===== config.mk =====
export PLATFORM = sky130hd
export DESIGN_NAME = serial_frame_demux_flat
export DESIGN_NICKNAME = d
export VERILOG_FILES = /design/src/rtl/serial_frame_pkg.sv /design/src/rtl/serial_frame_demux_if.sv /design/src/rtl/frame_field_counter.sv /design/src/rtl/serial_frame_demux.sv /design/src/flat_wrapper.sv
export SDC_FILE = /design/constraint.sdc
export NUM_CORES = 1
export LEC_CHECK = 0
export BUFFER_PORTS_ARGS = -buffer_cell sky130_fd_sc_hd__buf_2
export CORE_MARGIN = 4
export CORE_UTILIZATION = 25
export DETAILED_ROUTE_END_ITERATION = 8
export PLACE_DENSITY = 0.5
export SYNTH_ARGS = -nofsm -noshare
export SYNTH_HDL_FRONTEND = slang
export SYNTH_SLANG_ARGS = --single-unit

===== constraint.sdc =====
create_clock -name clk -period 2.5 [get_ports clk]
set_clock_uncertainty 0.1 [all_clocks]
set_input_delay 0.375 -clock clk [delete_from_list [all_inputs] [get_ports clk]]
set_output_delay 0.375 -clock clk [all_outputs]
set_load 0.01 [all_outputs]

===== src/rtl/serial_frame_pkg.sv =====
// Shared types and helpers for the serial frame demultiplexer.
// The PARITY state is only reachable when SERIAL_FRAME_PARITY_EN is defined.
package serial_frame_pkg;

   typedef enum logic [2:0] {
      ST_IDLE   = 3'd0,
      ST_PORT   = 3'd1,
      ST_LEN    = 3'd2,
      ST_DATA   = 3'd3,
      ST_PARITY = 3'd4
   } state_e;

   // The field counter must cover both the port and the length field.
   function automatic int cnt_width(input int port_w, input int len_w);
      if (port_w > len_w) begin
         return port_w;
      end else begin
         return len_w;
      end
   endfunction

endpackage


===== src/rtl/serial_frame_demux_if.sv =====
// Serial line plus demultiplexed outputs of serial_frame_demux.
// parity_err exists only when SERIAL_FRAME_PARITY_EN is defined.
interface serial_frame_demux_if #(
   parameter int PORT_W    = 2,
   parameter int NUM_PORTS = 4
);
   logic                 ser_in;
   logic [NUM_PORTS-1:0] ser_out;
   logic [NUM_PORTS-1:0] ser_out_valid;
   logic [PORT_W-1:0]    port_addr;
   logic                 busy;
   logic                 frame_done;
   logic                 port_err;
`ifdef SERIAL_FRAME_PARITY_EN
   logic                 parity_err;
`endif

   modport master (
      input  ser_in,
`ifdef SERIAL_FRAME_PARITY_EN
      output parity_err,
`endif
      output ser_out,
      output ser_out_valid,
      output port_addr,
      output busy,
      output frame_done,
      output port_err
   );

   modport slave (
      output ser_in,
`ifdef SERIAL_FRAME_PARITY_EN
      input  parity_err,
`endif
      input  ser_out,
      input  ser_out_valid,
      input  port_addr,
      input  busy,
      input  frame_done,
      input  port_err
   );
endinterface


===== src/rtl/frame_field_counter.sv =====
// Loadable up-counter with clear and enable; tc flags cnt == tc_val.
module frame_field_counter #(
   parameter int WIDTH = 4
) (
   input  logic             clk,
   input  logic             rst_n,
   input  logic             clr,
   input  logic             en,
   input  logic             load,
   input  logic [WIDTH-1:0] load_val,
   input  logic [WIDTH-1:0] tc_val,
   output logic             tc
);
   logic [WIDTH-1:0] cnt_q, cnt_d;

   // Next count: clear wins over load, load over increment.
   always_comb begin
      cnt_d = cnt_q;
      if (clr) begin
         cnt_d = '0;
      end else if (load) begin
         cnt_d = load_val;
      end else if (en) begin
         cnt_d = cnt_q + WIDTH'(1);
      end else begin
         cnt_d = cnt_q;
      end
   end

   // Count register.
   always_ff @(posedge clk or negedge rst_n) begin
      if (!rst_n) begin
         cnt_q <= '0;
      end else begin
         cnt_q <= cnt_d;
      end
   end

   assign tc = (cnt_q == tc_val);
endmodule


===== src/rtl/serial_frame_demux.sv =====
// Parses start|port|len|payload frames off a serial line and routes payload bits
// to per-port channels. Define SERIAL_FRAME_PARITY_EN for a trailing even-parity bit.
module serial_frame_demux
   import serial_frame_pkg::*;
#(
   parameter int PORT_W    = 2,
   parameter int LEN_W     = 4,
   parameter int NUM_PORTS = 4
) (
   input  logic                   clk,
   input  logic                   rst,
   serial_frame_demux_if.master   bus
);
   localparam int CNT_W = cnt_width(PORT_W, LEN_W);

   state_e               state_q, state_d;
   logic [PORT_W-1:0]    port_addr_q, port_addr_d;
   logic [LEN_W-1:0]     len_q, len_d;
   logic [NUM_PORTS-1:0] ser_out_q, ser_out_d;
   logic [NUM_PORTS-1:0] valid_q, valid_d;
   logic                 frame_done_q, frame_done_d;
   logic                 port_err_q, port_err_d;
   logic [CNT_W-1:0]     tc_val_s;
   logic                 cnt_clr_s, cnt_en_s, cnt_tc_s;
   logic [LEN_W-1:0]     len_shift_s;
   logic                 port_ok_s;
`ifdef SERIAL_FRAME_PARITY_EN
   logic                 par_q, par_d;
   logic                 parity_err_q, parity_err_d;
`endif

   assign len_shift_s = LEN_W'({len_q, bus.ser_in});
   assign port_ok_s   = ({1'b0, port_addr_q} < (PORT_W + 1)'(NUM_PORTS));

   frame_field_counter #(.WIDTH(CNT_W)) u_cnt (
      .clk      (clk),
      .rst_n    (rst),
      .clr      (cnt_clr_s),
      .en       (cnt_en_s),
      .load     (1'b0),
      .load_val ({CNT_W{1'b0}}),
      .tc_val   (tc_val_s),
      .tc       (cnt_tc_s)
   );

   // Frame parser: next state, field shifting and one-cycle output pulses.
   always_comb begin
      state_d      = state_q;
      port_addr_d  = port_addr_q;
      len_d        = len_q;
      ser_out_d    = '0;
      valid_d      = '0;
      frame_done_d = 1'b0;
      port_err_d   = 1'b0;
      cnt_clr_s    = 1'b0;
      cnt_en_s     = 1'b0;
      tc_val_s     = '0;
`ifdef SERIAL_FRAME_PARITY_EN
      par_d        = par_q;
      parity_err_d = 1'b0;
`endif
      case (state_q)
         ST_IDLE: begin
            if (!bus.ser_in) begin
               state_d   = ST_PORT;
               cnt_clr_s = 1'b1;
`ifdef SERIAL_FRAME_PARITY_EN
               par_d     = 1'b0;
`endif
            end else begin
               state_d = ST_IDLE;
            end
         end
         ST_PORT: begin
            port_addr_d = PORT_W'({port_addr_q, bus.ser_in});
            tc_val_s    = CNT_W'(PORT_W - 1);
`ifdef SERIAL_FRAME_PARITY_EN
            par_d       = par_q ^ bus.ser_in;
`endif
            if (cnt_tc_s) begin
               state_d   = ST_LEN;
               cnt_clr_s = 1'b1;
            end else begin
               cnt_en_s = 1'b1;
            end
         end
         ST_LEN: begin
            len_d    = len_shift_s;
            tc_val_s = CNT_W'(LEN_W - 1);
`ifdef SERIAL_FRAME_PARITY_EN
            par_d    = par_q ^ bus.ser_in;
`endif
            if (cnt_tc_s) begin
               cnt_clr_s = 1'b1;
               if (len_shift_s != '0) begin
                  state_d = ST_DATA;
               end else begin
`ifdef SERIAL_FRAME_PARITY_EN
                  state_d      = ST_PARITY;
`else
                  state_d      = ST_IDLE;
                  frame_done_d = 1'b1;
                  port_err_d   = !port_ok_s;
`endif
               end
            end else begin
               cnt_en_s = 1'b1;
            end
         end
         ST_DATA: begin
            tc_val_s = CNT_W'(len_q - LEN_W'(1));
`ifdef SERIAL_FRAME_PARITY_EN
            par_d    = par_q ^ bus.ser_in;
`endif
            // An out-of-range port matches no channel, so the bit is silently consumed.
            for (int i = 0; i < NUM_PORTS; i++) begin
               if (port_addr_q == PORT_W'(i)) begin
                  ser_out_d[i] = bus.ser_in;
                  valid_d[i]   = 1'b1;
               end else begin
                  ser_out_d[i] = 1'b0;
                  valid_d[i]   = 1'b0;
               end
            end
            if (cnt_tc_s) begin
               cnt_clr_s = 1'b1;
`ifdef SERIAL_FRAME_PARITY_EN
               state_d      = ST_PARITY;
`else
               state_d      = ST_IDLE;
               frame_done_d = 1'b1;
               port_err_d   = !port_ok_s;
`endif
            end else begin
               cnt_en_s = 1'b1;
            end
         end
         ST_PARITY: begin
            state_d = ST_IDLE;
`ifdef SERIAL_FRAME_PARITY_EN
            frame_done_d = 1'b1;
            port_err_d   = !port_ok_s;
            parity_err_d = par_q ^ bus.ser_in;
`endif
         end
         default: begin
            state_d = ST_IDLE;
         end
      endcase
   end

   // State and output registers; reset aborts any frame in flight.
   always_ff @(posedge clk or negedge rst) begin
      if (!rst) begin
         state_q      <= ST_IDLE;
         port_addr_q  <= '0;
         len_q        <= '0;
         ser_out_q    <= '0;
         valid_q      <= '0;
         frame_done_q <= 1'b0;
         port_err_q   <= 1'b0;
`ifdef SERIAL_FRAME_PARITY_EN
         par_q        <= 1'b0;
         parity_err_q <= 1'b0;
`endif
      end else begin
         state_q      <= state_d;
         port_addr_q  <= port_addr_d;
         len_q        <= len_d;
         ser_out_q    <= ser_out_d;
         valid_q      <= valid_d;
         frame_done_q <= frame_done_d;
         port_err_q   <= port_err_d;
`ifdef SERIAL_FRAME_PARITY_EN
         par_q        <= par_d;
         parity_err_q <= parity_err_d;
`endif
      end
   end

   assign bus.ser_out       = ser_out_q;
   assign bus.ser_out_valid = valid_q;
   assign bus.port_addr     = port_addr_q;
   assign bus.busy          = (state_q != ST_IDLE);
   assign bus.frame_done    = frame_done_q;
   assign bus.port_err      = port_err_q;
`ifdef SERIAL_FRAME_PARITY_EN
   assign bus.parity_err    = parity_err_q;
`endif
endmodule


===== src/flat_wrapper.sv =====
// flat-port wrapper written by rule: the top's interface ports become plain ports
module serial_frame_demux_flat import serial_frame_pkg::*;
#(
   parameter int PORT_W    = 2,
   parameter int LEN_W     = 4,
   parameter int NUM_PORTS = 4
)
  (clk, rst, bus_ser_in, bus_ser_out, bus_ser_out_valid, bus_port_addr, bus_busy, bus_frame_done, bus_port_err);
  serial_frame_demux_if #(.PORT_W(PORT_W), .NUM_PORTS(NUM_PORTS)) bus_i ();
  input  logic clk;
  input  logic rst;
  input wire logic [$bits(bus_i.ser_in)-1:0] bus_ser_in;
  output wire logic [$bits(bus_i.ser_out)-1:0] bus_ser_out;
  output wire logic [$bits(bus_i.ser_out_valid)-1:0] bus_ser_out_valid;
  output wire logic [$bits(bus_i.port_addr)-1:0] bus_port_addr;
  output wire logic [$bits(bus_i.busy)-1:0] bus_busy;
  output wire logic [$bits(bus_i.frame_done)-1:0] bus_frame_done;
  output wire logic [$bits(bus_i.port_err)-1:0] bus_port_err;
  assign bus_i.ser_in = bus_ser_in;
  assign bus_ser_out = bus_i.ser_out;
  assign bus_ser_out_valid = bus_i.ser_out_valid;
  assign bus_port_addr = bus_i.port_addr;
  assign bus_busy = bus_i.busy;
  assign bus_frame_done = bus_i.frame_done;
  assign bus_port_err = bus_i.port_err;
  serial_frame_demux #(.PORT_W(PORT_W), .LEN_W(LEN_W), .NUM_PORTS(NUM_PORTS)) u_core (.clk(clk), .rst(rst), .bus(bus_i));
endmodule

Word-level counts from Yosys, hierarchy flattened

Index checks and enable logic that the tools add are counted.

Add/subtract/negate cells: 2
Equal/unequal tests: 10
Mux-type cells: 27
Reduce and logical (&&, ||, !) cells: 7

Operator list:

| cell                                                   | number |
|---|---|
| 2-to-1 mux 4 bit                                       | 4 |
| 2-to-1 mux 1 bit                                       | 15 |
| case mux 3 bit (4 select lines)                        | 1 |
| case mux 4 bit (3 select lines)                        | 1 |
| 2-to-1 mux 3 bit                                       | 3 |
| equality test 3 x 2 -> 1 bit (second input constant)   | 2 |
| inequality test 2 x 1 -> 1 bit (second input constant) | 3 |
| adder 4 x 1 -> 4 bit (second input constant)           | 1 |
| equality test 2 bit (second input constant)            | 2 |
| equality test 4 bit                                    | 1 |
| case mux 1 bit (2 select lines)                        | 2 |
| nonzero test 4 bit                                     | 1 |
| subtractor 4 x 1 -> 4 bit (second input constant)      | 1 |
| equality test 3 x 1 -> 1 bit (second input constant)   | 1 |
| logical NOT 3 bit                                      | 1 |
| AND reduction 3 bit                                    | 1 |
| nonzero test 3 bit                                     | 1 |
| OR reduction 3 bit                                     | 1 |
| equality test 2 x 1 -> 1 bit (second input constant)   | 1 |
| logical NOT 2 bit                                      | 1 |
| 2-to-1 mux 2 bit                                       | 1 |
| nonzero test 2 bit                                     | 1 |

Bits in registers: 22
Bits of input ports: 3
Output and inout port bits: 13
Logic and storage cells: 53

Longest topological paths before layout

Gate-level depths: netlist of the first run.

Depth in word-level cells: 7
Gate-level depth with buffers: 7
Depth with buffers taken out: 7

Hierarchy

From an unflattened synthesis of the first run, not the netlist that was laid out.

Cell total of the unflattened synthesis: 93
Area total of the unflattened synthesis: 1011.0 um^2

By module, submodules not included:

| module              | times used | cells an instance | area each (um^2) | sequential area each (um^2) |
|---|---|---|---|---|
| serial_frame_demux  | 1          | 66                | 744.5            | 425.4 |
| frame_field_counter | 1          | 27                | 266.5            | 100.1 |

Worst setup path after synthesis of the first run

No wires, ideal clock.

Kind: register -> register
Start point: register u_core.len_q[0]
End point: register u_core.state_q[1]
Arrival time: 1.975 ns
Data required time: 2.281 ns
Slack: 0.305 ns
Cell stages (with the launch flop): 8
Period minus slack after synthesis: 2.195 ns
Cell sequence: dfrtp_1 > inv_2 > ha_1 > xnor2_1 > or4_1 > o211a_2 > o41ai_1 > a21bo_2

Word-level cells in the longest chain between the ends: 5
Elaborated cells between the ends (all ways): 11
Those cells by class: add/sub (1); eq/ne (4); mux (4); reduce/logical (2)

Ends and longest elaborated chain:

| what                                            | line                      | RTL |
|---|---|---|
| from (decl)                                     | serial_frame_demux.sv:18  | `logic [LEN_W-1:0] len_q, len_d;` |
| from (signal assigned)                          | serial_frame_demux.sv:169 | `len_q <= len_d;` |
| subtractor 4 x 1 -> 4 bit                       | serial_frame_demux.sv:111 | `tc_val_s = CNT_W'(len_q - LEN_W'(1));` |
| case mux 4 bit (3 select lines)                 | serial_frame_demux.sv:62  | `case (state_q)` |
| equality test 4 bit                             | frame_field_counter.sv:39 | `assign tc = (cnt_q == tc_val);` |
| inequality test 2 x 1 -> 1 bit (no source line) | n/a                       |  |
| AND reduction 3 bit (no source line)            | n/a                       |  |
| to (signal assigned)                            | serial_frame_demux.sv:167 | `state_q <= state_d;` |
| to (decl)                                       | serial_frame_demux.sv:16  | `state_e state_q, state_d;` |

Parallel ways exist; a longest one is shown, timed or not. The select of a mux whose other input is x is not followed.
A chain may end at the register's enable or synchronous reset.

Final worst setup path of the first run

Ends and elaborated chain as after synthesis.

==> results.json, run 1 <==
{
  "outcome": "complete, no violations",
  "grt_pass1_vias": 794,
  "fin_nets": 119,
  "synth_area_sq_um": 1056,
  "synth_edf_count": 0,
  "finalWirelength_mm": 2.068,
  "dp_hpwl_mm": 1.563,
  "cts_tree": "built",
  "finalHoldViolCount": 0,
  "grt_max_degree": 22,
  "yosysWarnings": 0,
  "coreArea_sq_um": 4029,
  "clk_latency_ns": 0.25,
  "max_stage_delay_ns": 0.46,
  "rsz0062_at_grt": "false",
  "rrSetupSlack_ns": 0.17,
  "antenna_found_initial": 0,
  "place_ws_ns": 0.1557,
  "first_pass_iters": 3,
  "cts_hold_buf": 1,
  "power_frac_comb": 0.476,
  "route.vias.total": 742,
  "route.detailed.drc": 0,
  "yosysTopAreaCell": "dfrtp_1",
  "ys.flop_type": "dfrtp_1",
  "clk_pin_slew_ns": 0.08,
  "crit_path_start_kind": "register",
  "cts_resized": 0,
  "synth_area_leaders": "dfrtp_1 (50%), nand2_1 (3.6%), bufbuf_16 (3.1%), o21ai_0 (2.8%), xnor2_1 (2.5%)",
  "slowest_stage": "dfrtp_1",
  "syn_avg_cell_area_sq_um": 11.00,
  "grt_pass1_wl_mm": 3.636,
  "r2r-end": "u_core.state_q[1]",
  "setup_viol": 0,
  "p_switching_uw": 616.9,
  "synth_cell_type_count": 44,
  "synth_nets": 101,
  "ys_ff_latch": 21,
  "rows": 23,
  "areaGrowthSynthToFinish_pct": 14.10,
  "irDropWorstVdd_mv": 0.3123,
  "postSynthCellCount": 96,
  "critPathMaxFanout": 7,
  "muxShareOfSynthArea": 0.03081,
  "root_buffer": "clkbuf_8",
  "cts_setup_buffers": 0,
  "drtAntennaViolNets": 0,
  "io_pins": 16,
  "via_per_inst": 4.552,
  "cp-end-kind": "register",
  "yosys.area_share.simple": 0.2109,
  "fin_crit_sh": 0.9324,
  "crit_start": "u_core.len_q[0]",
  "clock_power_share": 0.144,
  "synthAdderAreaFrac": 0.02370,
  "worst-r2r-cell-count": 7,
  "max_freq_ghz": 0.4290,
  "ys_top_cells_by_count": "dfrtp_1 (21), nand2_1 (10), o21ai_0 (6), nand3_1 (4)",
  "critPathRequiredTime_ns": 2.55,
  "gp_congestion": 0.7176,
  "grt_usage": 0.08854,
  "period_minus_slack_ns": 2.331,
  "numClockSinks": 21,
  "path_class": "register to register",
  "internal_power_uw": 908.2,
  "cp-endpoint": "u_core.state_q[1]",
  "dieHeight_um": 72.99,
  "h-tree-depth": 1,
  "num_antenna_cells": 0,
  "clk_path_buf_depth": 2,
  "power.density_nw_per_um2": 1266,
  "p_leak_uw": 0.0005568,
  "synth_xor_area_frac": 0.04147,
  "swShare": 0.4045,
  "yosysSeqAreaShare": 0.4976,
  "synth_top_family_by_area": "simple AND/OR/NAND/NOR gates",
  "die_x_um": 72.99,
  "yosysMostFrequentCell": "dfrtp_1",
  "slew_violations": 0,
  "port_buffers": 14,
  "nFillCells": 436,
  "r2r-start": "u_core.len_q[0]",
  "crit_chain": "inv_2, ha_1, xnor2_1, or4_1, o211a_2, o41ai_1, a21bo_2",
  "cts_buffers": 3,
  "drtIter0Drc": 19,
  "hold_class": "input port to register",
  "drv_cap": 0,
  "cp.arrival_ns": 2.38,
  "synth_compound_area_frac": 0.1291,
  "async_flop_share": 1.000,
  "initial_core_util": 0.2621,
  "final.setup.tns_ns": 0,
  "wl_per_cell_um": 12.69,
  "post-route-worst-setup-slack_ns": 0.1689,
  "synth_top_area_frac": 0.4976,
  "sequentialPowerShare": 0.380,
  "dieArea_sq_um": 5328,
  "drive_gt1_frac": 0.2566,
  "grt_overflow_total": 0
}
worst max-delay path, delay by kind of cell, from the launching register on:
kind | cells | cell delay (ns)
AOI/OAI and AO/OA | 3 | 0.72
xor gates and xnor gates | 1 | 0.13
adders and majority gates | 1 | 0.33
buffers and inverters | 1 | 0.06
DFF | 1 | 0.46
and+or+nand+nor | 1 | 0.42
layer usage:
| layer | vias up | GRT usage | share of wire |
|---|---|---|---|
| met2 | 15 | 0.1430 | 0.47 |
| li1 | 375 | - | - |
| met4 | 0 | 0.04918 | 0.017 |
| met3 | 2 | 0.01928 | 0.057 |
| met5 | - | 0 | 0 |
| met1 | 350 | 0.1085 | 0.46 |
cell usage in the layout, fill, tap and decap left out, types with 2 or more instances in the layout:
cell type / synthesis / layout
o21ai_0: 6 / 6
xor2_1: 2 / 2
and3_1: 2 / 2
dfrtp_1: 21 / 21
a21oi_1: 2 / 2
mux2_2: 2 / 2
nand3_1: 4 / 4
nor3b_1: 2 / 2
nor2b_1: 2 / 2
o211ai_1: 2 / 2
clkbuf_8: 0 / 3
nor2_1: 3 / 3
ha_1: 2 / 2
buf_2: 0 / 14
nand2_1: 10 / 10
nor4_1: 2 / 2
xnor2_1: 3 / 3
and2_1: 3 / 3
buf_4: 1 / 2
layout make-up:
type | instances | area [sq um] | share of cell area
sequential | 21 | 525.5 | 0.4361
tap | 50 | 62.56 | 0.05192
clock inverter | 1 | 5.005 | 0.004154
clock buffer | 3 | 41.29 | 0.03427
inverter | 3 | 11.26 | 0.009346
timing repair buffer | 17 | 95.09 | 0.07892
multi-input combinational | 68 | 464.2 | 0.3853
registers in the layout, indices dropped and copies added, names as in the netlist:
| register | count |
|---|---|
| u_core.bus.frame_done | 1 |
| u_core.bus.ser_out | 4 |
| u_core.bus.ser_out_valid | 4 |
| u_core.state_q | 2 |
| u_core.bus.port_addr | 2 |
| u_core.u_cnt.cnt_q | 4 |
| u_core.len_q | 4 |
per-stage QoR:
step / instances / hold slack (ns) / total power [uW] / utilization / instance area [sq um]
2_1_floorplan: 96 / -0.02059 / 1185 / - / 1056
3_3_place_gp: 158 / 0.2579 / 1306 / 0.2851 / 1149
3_5_place_dp: 158 / 0.2625 / 1327 / 0.2851 / 1149
4_1_cts: 163 / 0.3945 / 1551 / 0.2991 / 1205
5_1_grt: 163 / 0.4003 / 1659 / 0.2991 / 1205
6_report: 163 / 0.3857 / 1525 / 0.2991 / 1205
kinds of logic (layout without fill, tap and decap cells):
family	count (synthesis)	in the layout
buffers and inverters	7	24
adder cells (fa/ha/maj)	2	2
XOR/XNOR	5	5
flip-flops	21	21
other	1	1
multiplexers	3	3
AO/OA/AOI/OAI	19	19
AND/OR/NAND/NOR	38	38
power by group through the flow:
stage,Combinational (uW),Clock [uW],Sequential (uW)
detailed placement,739,0,588
global placement,725,0,581
floorplan,599,0,586
finish,727,219,579
CTS,742,228,582
global route,813,244,601
worst min path at each step:
| stage | from | endpoint | slack (ns) | depth (start not counted) |
|---|---|---|---|---|
| global placement | rst | u_core.len_q[3] | 0.26 | 1 |
| global route | bus_ser_in | u_core.bus.ser_out[1] | 0.40 | 2 |
| floorplan | rst | u_core.bus.frame_done | -0.02 | 0 |
| finish | bus_ser_in | u_core.len_q[0] | 0.39 | 3 |
| detailed placement | rst | u_core.len_q[2] | 0.26 | 1 |
| CTS | bus_ser_in | u_core.len_q[0] | 0.39 | 3 |
Power figures use the tool's default switching activity.
==> run 2, diff against run 1 <==
- PLACE_DENSITY: 0.5 -> 0.52
- SLEW_MARGIN: unset -> 20
- clock period: 2.5 -> 2 ns (I/O delays scaled with it)
==> results.json, run 2 (synthesis results as in run 1) <==
{
  "period_minus_slack_ns": 2.138,
  "setup_viol": 7,
  "first_pass_iters": 4,
  "drive_gt1_frac": 0.3548,
  "grt_max_degree": 22,
  "finalPower_uw": 2179,
  "io_pins": 16,
  "final_cell_mix": "dfrtp_1 (21), buf_2 (14), buf_4 (13), nand2_1 (10)",
  "route.detailed.drc": 0,
  "dieHeight_um": 72.99,
  "fin_cells": 174,
  "path_class": "register to register",
  "hold_class": "input port to register",
  "clk_pin_slew_ns": 0.08,
  "critPathMaxFanout": 3,
  "grt_overflow_total": 0,
  "clk_latency_ns": 0.26,
  "antenna_found_initial": 0,
  "cp-end-kind": "register",
  "power.density_nw_per_um2": 1649,
  "route.vias.total": 801,
  "num_antenna_cells": 0,
  "placed_cells": 166,
  "wl_per_cell_um": 12.61,
  "finalHoldViolCount": 0,
  "die_x_um": 72.99,
  "critPathTopFamily": "compound AO/OA/AOI/OAI gates",
  "cts_tree": "built",
  "drtAntennaViolNets": 0,
  "irDropWorstVdd_mv": 0.3667,
  "outcome": "finished with violations",
  "fin_nets": 130,
  "dp_hpwl_mm": 1.620,
  "post-route-worst-setup-slack_ns": -0.1377,
  "fin_area_sq_um": 1321,
  "areaGrowthSynthToFinish_pct": 25.12,
  "drv_cap": 0,
  "placed_cell_area_sq_um": 1221,
  "port_buffers": 14,
  "clk_path_buf_depth": 2,
  "p_leak_uw": 0.0006210,
  "via_per_inst": 4.603,
  "place_ws_ns": -0.1430,
  "fin_crit_sh": 1.069,
  "cts_buffers": 3,
  "rsz0062_at_grt": "true",
  "rows": 23,
  "critPathRequiredTime_ns": 2.05,
  "root_buffer": "clkbuf_8",
  "grt_usage": 0.08971,
  "max_freq_ghz": 0.4678,
  "crit_buf_inv": 1,
  "max_stage_delay_ns": 0.42,
  "drtIter0Drc": 43,
  "coreArea_sq_um": 4029,
  "crit_chain": "inv_2, ha_4, xnor2_1, or4_1, o211a_4, o41ai_2, a21bo_2",
  "h-tree-depth": 1,
  "slowest_stage": "or4_1",
  "grt_pass1_vias": 759,
  "layout_commonest_cell": "dfrtp_1",
  "dieArea_sq_um": 5328,
  "hold_ws_ns": 0.2930,
  "crit_path_start_kind": "register",
  "numClockSinks": 21,
  "finalWirelength_mm": 2.194,
  "gp_congestion": 0.7292,
  "grt_pass1_wl_mm": 3.567,
  "slew_violations": 0,
  "violations": "negative setup slack",
  "initial_core_util": 0.2621,
  "cp.arrival_ns": 2.19
}
[run 2: changes by cell type in the layout (fill, tap and decap cells not counted), moves of 2 or more]
cell / previous run / this run
buf_4: 2 / 13
o21ai_1: 0 / 2
inv_2: 1 / 3
o21ai_0: 6 / 4
[run 2: repair_timing]
item	CTS	global route
hold endpoints to repair	21	0
hold buffers	1	0
endpoints found under the setup margin	7	8
buffers inserted	0	3
gates resized for setup	2	5
pin swaps	1	2
[run 2: path summary, 6_finish.rpt]
path | from | endpoint | slack [ns] | depth (start not counted)
worst min-delay path | bus_ser_in | u_core.len_q[0] | 0.29 | 3
worst min register to register | u_core.len_q[3] | u_core.len_q[3] | 0.42 | 2
min in group asynchronous | rst | u_core.bus.ser_out[3] | 0.43 | 2
max in group asynchronous | rst | u_core.u_cnt.cnt_q[2] | 1.05 | 2
worst max register to register | u_core.len_q[0] | u_core.state_q[1] | -0.14 | 7
worst max-delay path | u_core.len_q[0] | u_core.state_q[1] | -0.14 | 7
[run 2: routing by layer]
metal  up-vias  wire length (um)  GRT usage
met4         0                68    0.06762
li1        392                 -          -
met3         4               117    0.01928
met2        22              1058     0.1400
met5         -                 0          0
met1       383               949     0.1069
[run 2: area by class of cell]
class	count	area [sq um]
Multi-Input combinational cell	68	499.2
Inverter	3	11.26
Clock buffer	4	45.04
Fill cell	428	2708
Sequential cell	21	525.5
Tap cell	50	62.56
Timing Repair Buffer	28	177.7
[run 2: worst min-delay path: cells and delay by family]
kind	cells	cell delay [ns]
and+or+nand+nor	1	0.07
AOI/OAI and AO/OA	1	0.07
buffers and inverters	1	0.17
[run 2: metrics by stage]
| stage | util | TNS (ns) |
|---|---|---|
| after floorplan | - | -0.1927 |
| after global placement | 0.3031 | -0.2761 |
| after detailed placement | 0.3031 | -0.5261 |
| after CTS | 0.3186 | -0.5325 |
| after global routing | 0.3280 | -1.154 |
| final | 0.3280 | -0.6400 |
[run 2: power breakdown]
| part | switching [uW] | leakage (uW) | internal (uW) |
|---|---|---|---|
| clock | 137 | 0.0000228 | 142 |
| sequential | 125 | 0.000274 | 571 |
| combinational | 593 | 0.000325 | 611 |
==> run 3, diff against run 2 <==
- CORE_ASPECT_RATIO: unset -> 0.5
==> results.json, run 3 (synthesis results as in run 1) <==
{
  "hold_end": "u_core.bus.ser_out[1]",
  "via_per_inst": 4.520,
  "die_x_um": 99.92,
  "outcome": "finished with violations",
  "grt_pass1_vias": 871,
  "setup_viol": 2,
  "crit_path_start_kind": "register",
  "critPathMaxFanout": 3,
  "hold_ws_ns": 0.3689,
  "worst-r2r-cell-count": 7,
  "r2r-end": "u_core.state_q[0]",
  "hold_class": "input port to register",
  "initial_core_util": 0.2651,
  "final_cell_mix": "dfrtp_1 (21), buf_2 (14), buf_4 (12), nand2_1 (10)",
  "fin_cells": 179,
  "drtIter0Drc": 37,
  "dieArea_sq_um": 5391,
  "coreArea_sq_um": 3984,
  "finalWirelength_mm": 2.121,
  "cts_tree": "built",
  "crit_start": "u_core.len_q[0]",
  "numClockSinks": 21,
  "holdPathStages": 3,
  "finalHoldViolCount": 0,
  "rsz0062_at_grt": "true",
  "hold_start": "bus_ser_in",
  "route.vias.total": 809,
  "gp_congestion": 0.7028,
  "antenna_found_initial": 0,
  "place_ws_ns": -0.1364,
  "h-tree-depth": 1,
  "rrSetupSlack_ns": -0.13,
  "areaGrowthSynthToFinish_pct": 30.69,
  "p_leak_uw": 0.0006447,
  "clk_path_buf_depth": 2,
  "critPathRequiredTime_ns": 2.09,
  "cp.arrival_ns": 2.22,
  "root_buffer": "clkbuf_8",
  "nFillCells": 411,
  "grt_pass1_wl_mm": 3.912,
  "post-route-worst-setup-slack_ns": -0.1321,
  "placed_cells": 171,
  "port_buffers": 14,
  "drive_gt1_frac": 0.4160,
  "dp_hpwl_mm": 1.490,
  "layout_commonest_cell": "dfrtp_1",
  "period_minus_slack_ns": 2.132,
  "cp-end-kind": "register",
  "violations": "negative setup slack",
  "grt_usage": 0.09161,
  "max_freq_ghz": 0.4690,
  "final.setup.tns_ns": -0.1842,
  "fin_crit_sh": 1.066,
  "cts_buffers": 3,
  "num_antenna_cells": 0,
  "route.detailed.drc": 0,
  "wl_per_cell_um": 11.85,
  "grt_overflow_total": 0,
  "first_pass_iters": 4,
  "power.density_nw_per_um2": 1693,
  "grt_max_degree": 22,
  "drv_cap": 0,
  "slew_violations": 0,
  "dieHeight_um": 53.96,
  "rows": 16,
  "clk_pin_slew_ns": 0.08,
  "fin_nets": 131,
  "path_class": "register to register",
  "clk_latency_ns": 0.26,
  "drtAntennaViolNets": 0,
  "io_pins": 16,
  "r2r-start": "u_core.len_q[0]",
  "irDropWorstVdd_mv": 0.4260
}
-- run 3: stage by stage --
| step | instance area [sq um] | utilization | power, uW |
|---|---|---|---|
| after floorplan | 1069 | - | 1506 |
| final | 1380 | 0.3464 | 2337 |
| after CTS | 1361 | 0.3417 | 2318 |
| after detailed placement | 1246 | 0.3128 | 1825 |
| after global routing | 1380 | 0.3464 | 2543 |
| after global placement | 1246 | 0.3128 | 1815 |
-- run 3: routing by layer --
| metal | part of all wire | global-route usage |
|---|---|---|
| met1 | 0.48 | 0.1133 |
| met2 | 0.49 | 0.1678 |
| met3 | 0.027 | 0.01940 |
| met4 | 0 | 0.02041 |
| met5 | 0 | 0 |
-- run 3: cell type report --
| type | instances | area [sq um] | area share |
|---|---|---|---|
| Multi-Input combinational cell | 68 | 526.8 | 0.3817 |
| Timing Repair Buffer | 29 | 201.4 | 0.1460 |
| Sequential cell | 21 | 525.5 | 0.3808 |
| Clock buffer | 3 | 41.29 | 0.02992 |
| Tap cell | 54 | 67.56 | 0.04896 |
| Clock inverter | 1 | 5.005 | 0.003626 |
| Inverter | 3 | 12.51 | 0.009066 |
-- run 3: worst max path at each step --
stage / cells after the start / end / slack [ns]
final: 7 / u_core.state_q[0] / -0.13
after global routing: 7 / u_core.state_q[0] / -0.19
after CTS: 7 / u_core.state_q[0] / -0.11
after detailed placement: 7 / u_core.state_q[1] / -0.14
after global placement: 7 / u_core.state_q[1] / -0.12
after floorplan: 7 / u_core.state_q[1] / -0.12
-- run 3: timing repair --
action | in CTS | in global routing
setup buffers | 3 | 0
pin swaps | 5 | 1
hold buffers | 1 | 0
setup endpoints to repair | 7 | 8
resized for setup | 11 | 3
hold endpoints to repair | 21 | 0
-- run 3: power breakdown --
group          internal, uW  switching (uW)
Combinational           714             646
Sequential              571             129
Clock                   139             138
-- run 3: critical path, cell delays in order (launching register included) --
cell     delay (ns)
dfrtp_1        0.39
inv_2          0.08
ha_4           0.21
xnor2_2        0.12
or4_4          0.41
o211a_4        0.17
o41a_1         0.43
mux2i_1        0.13
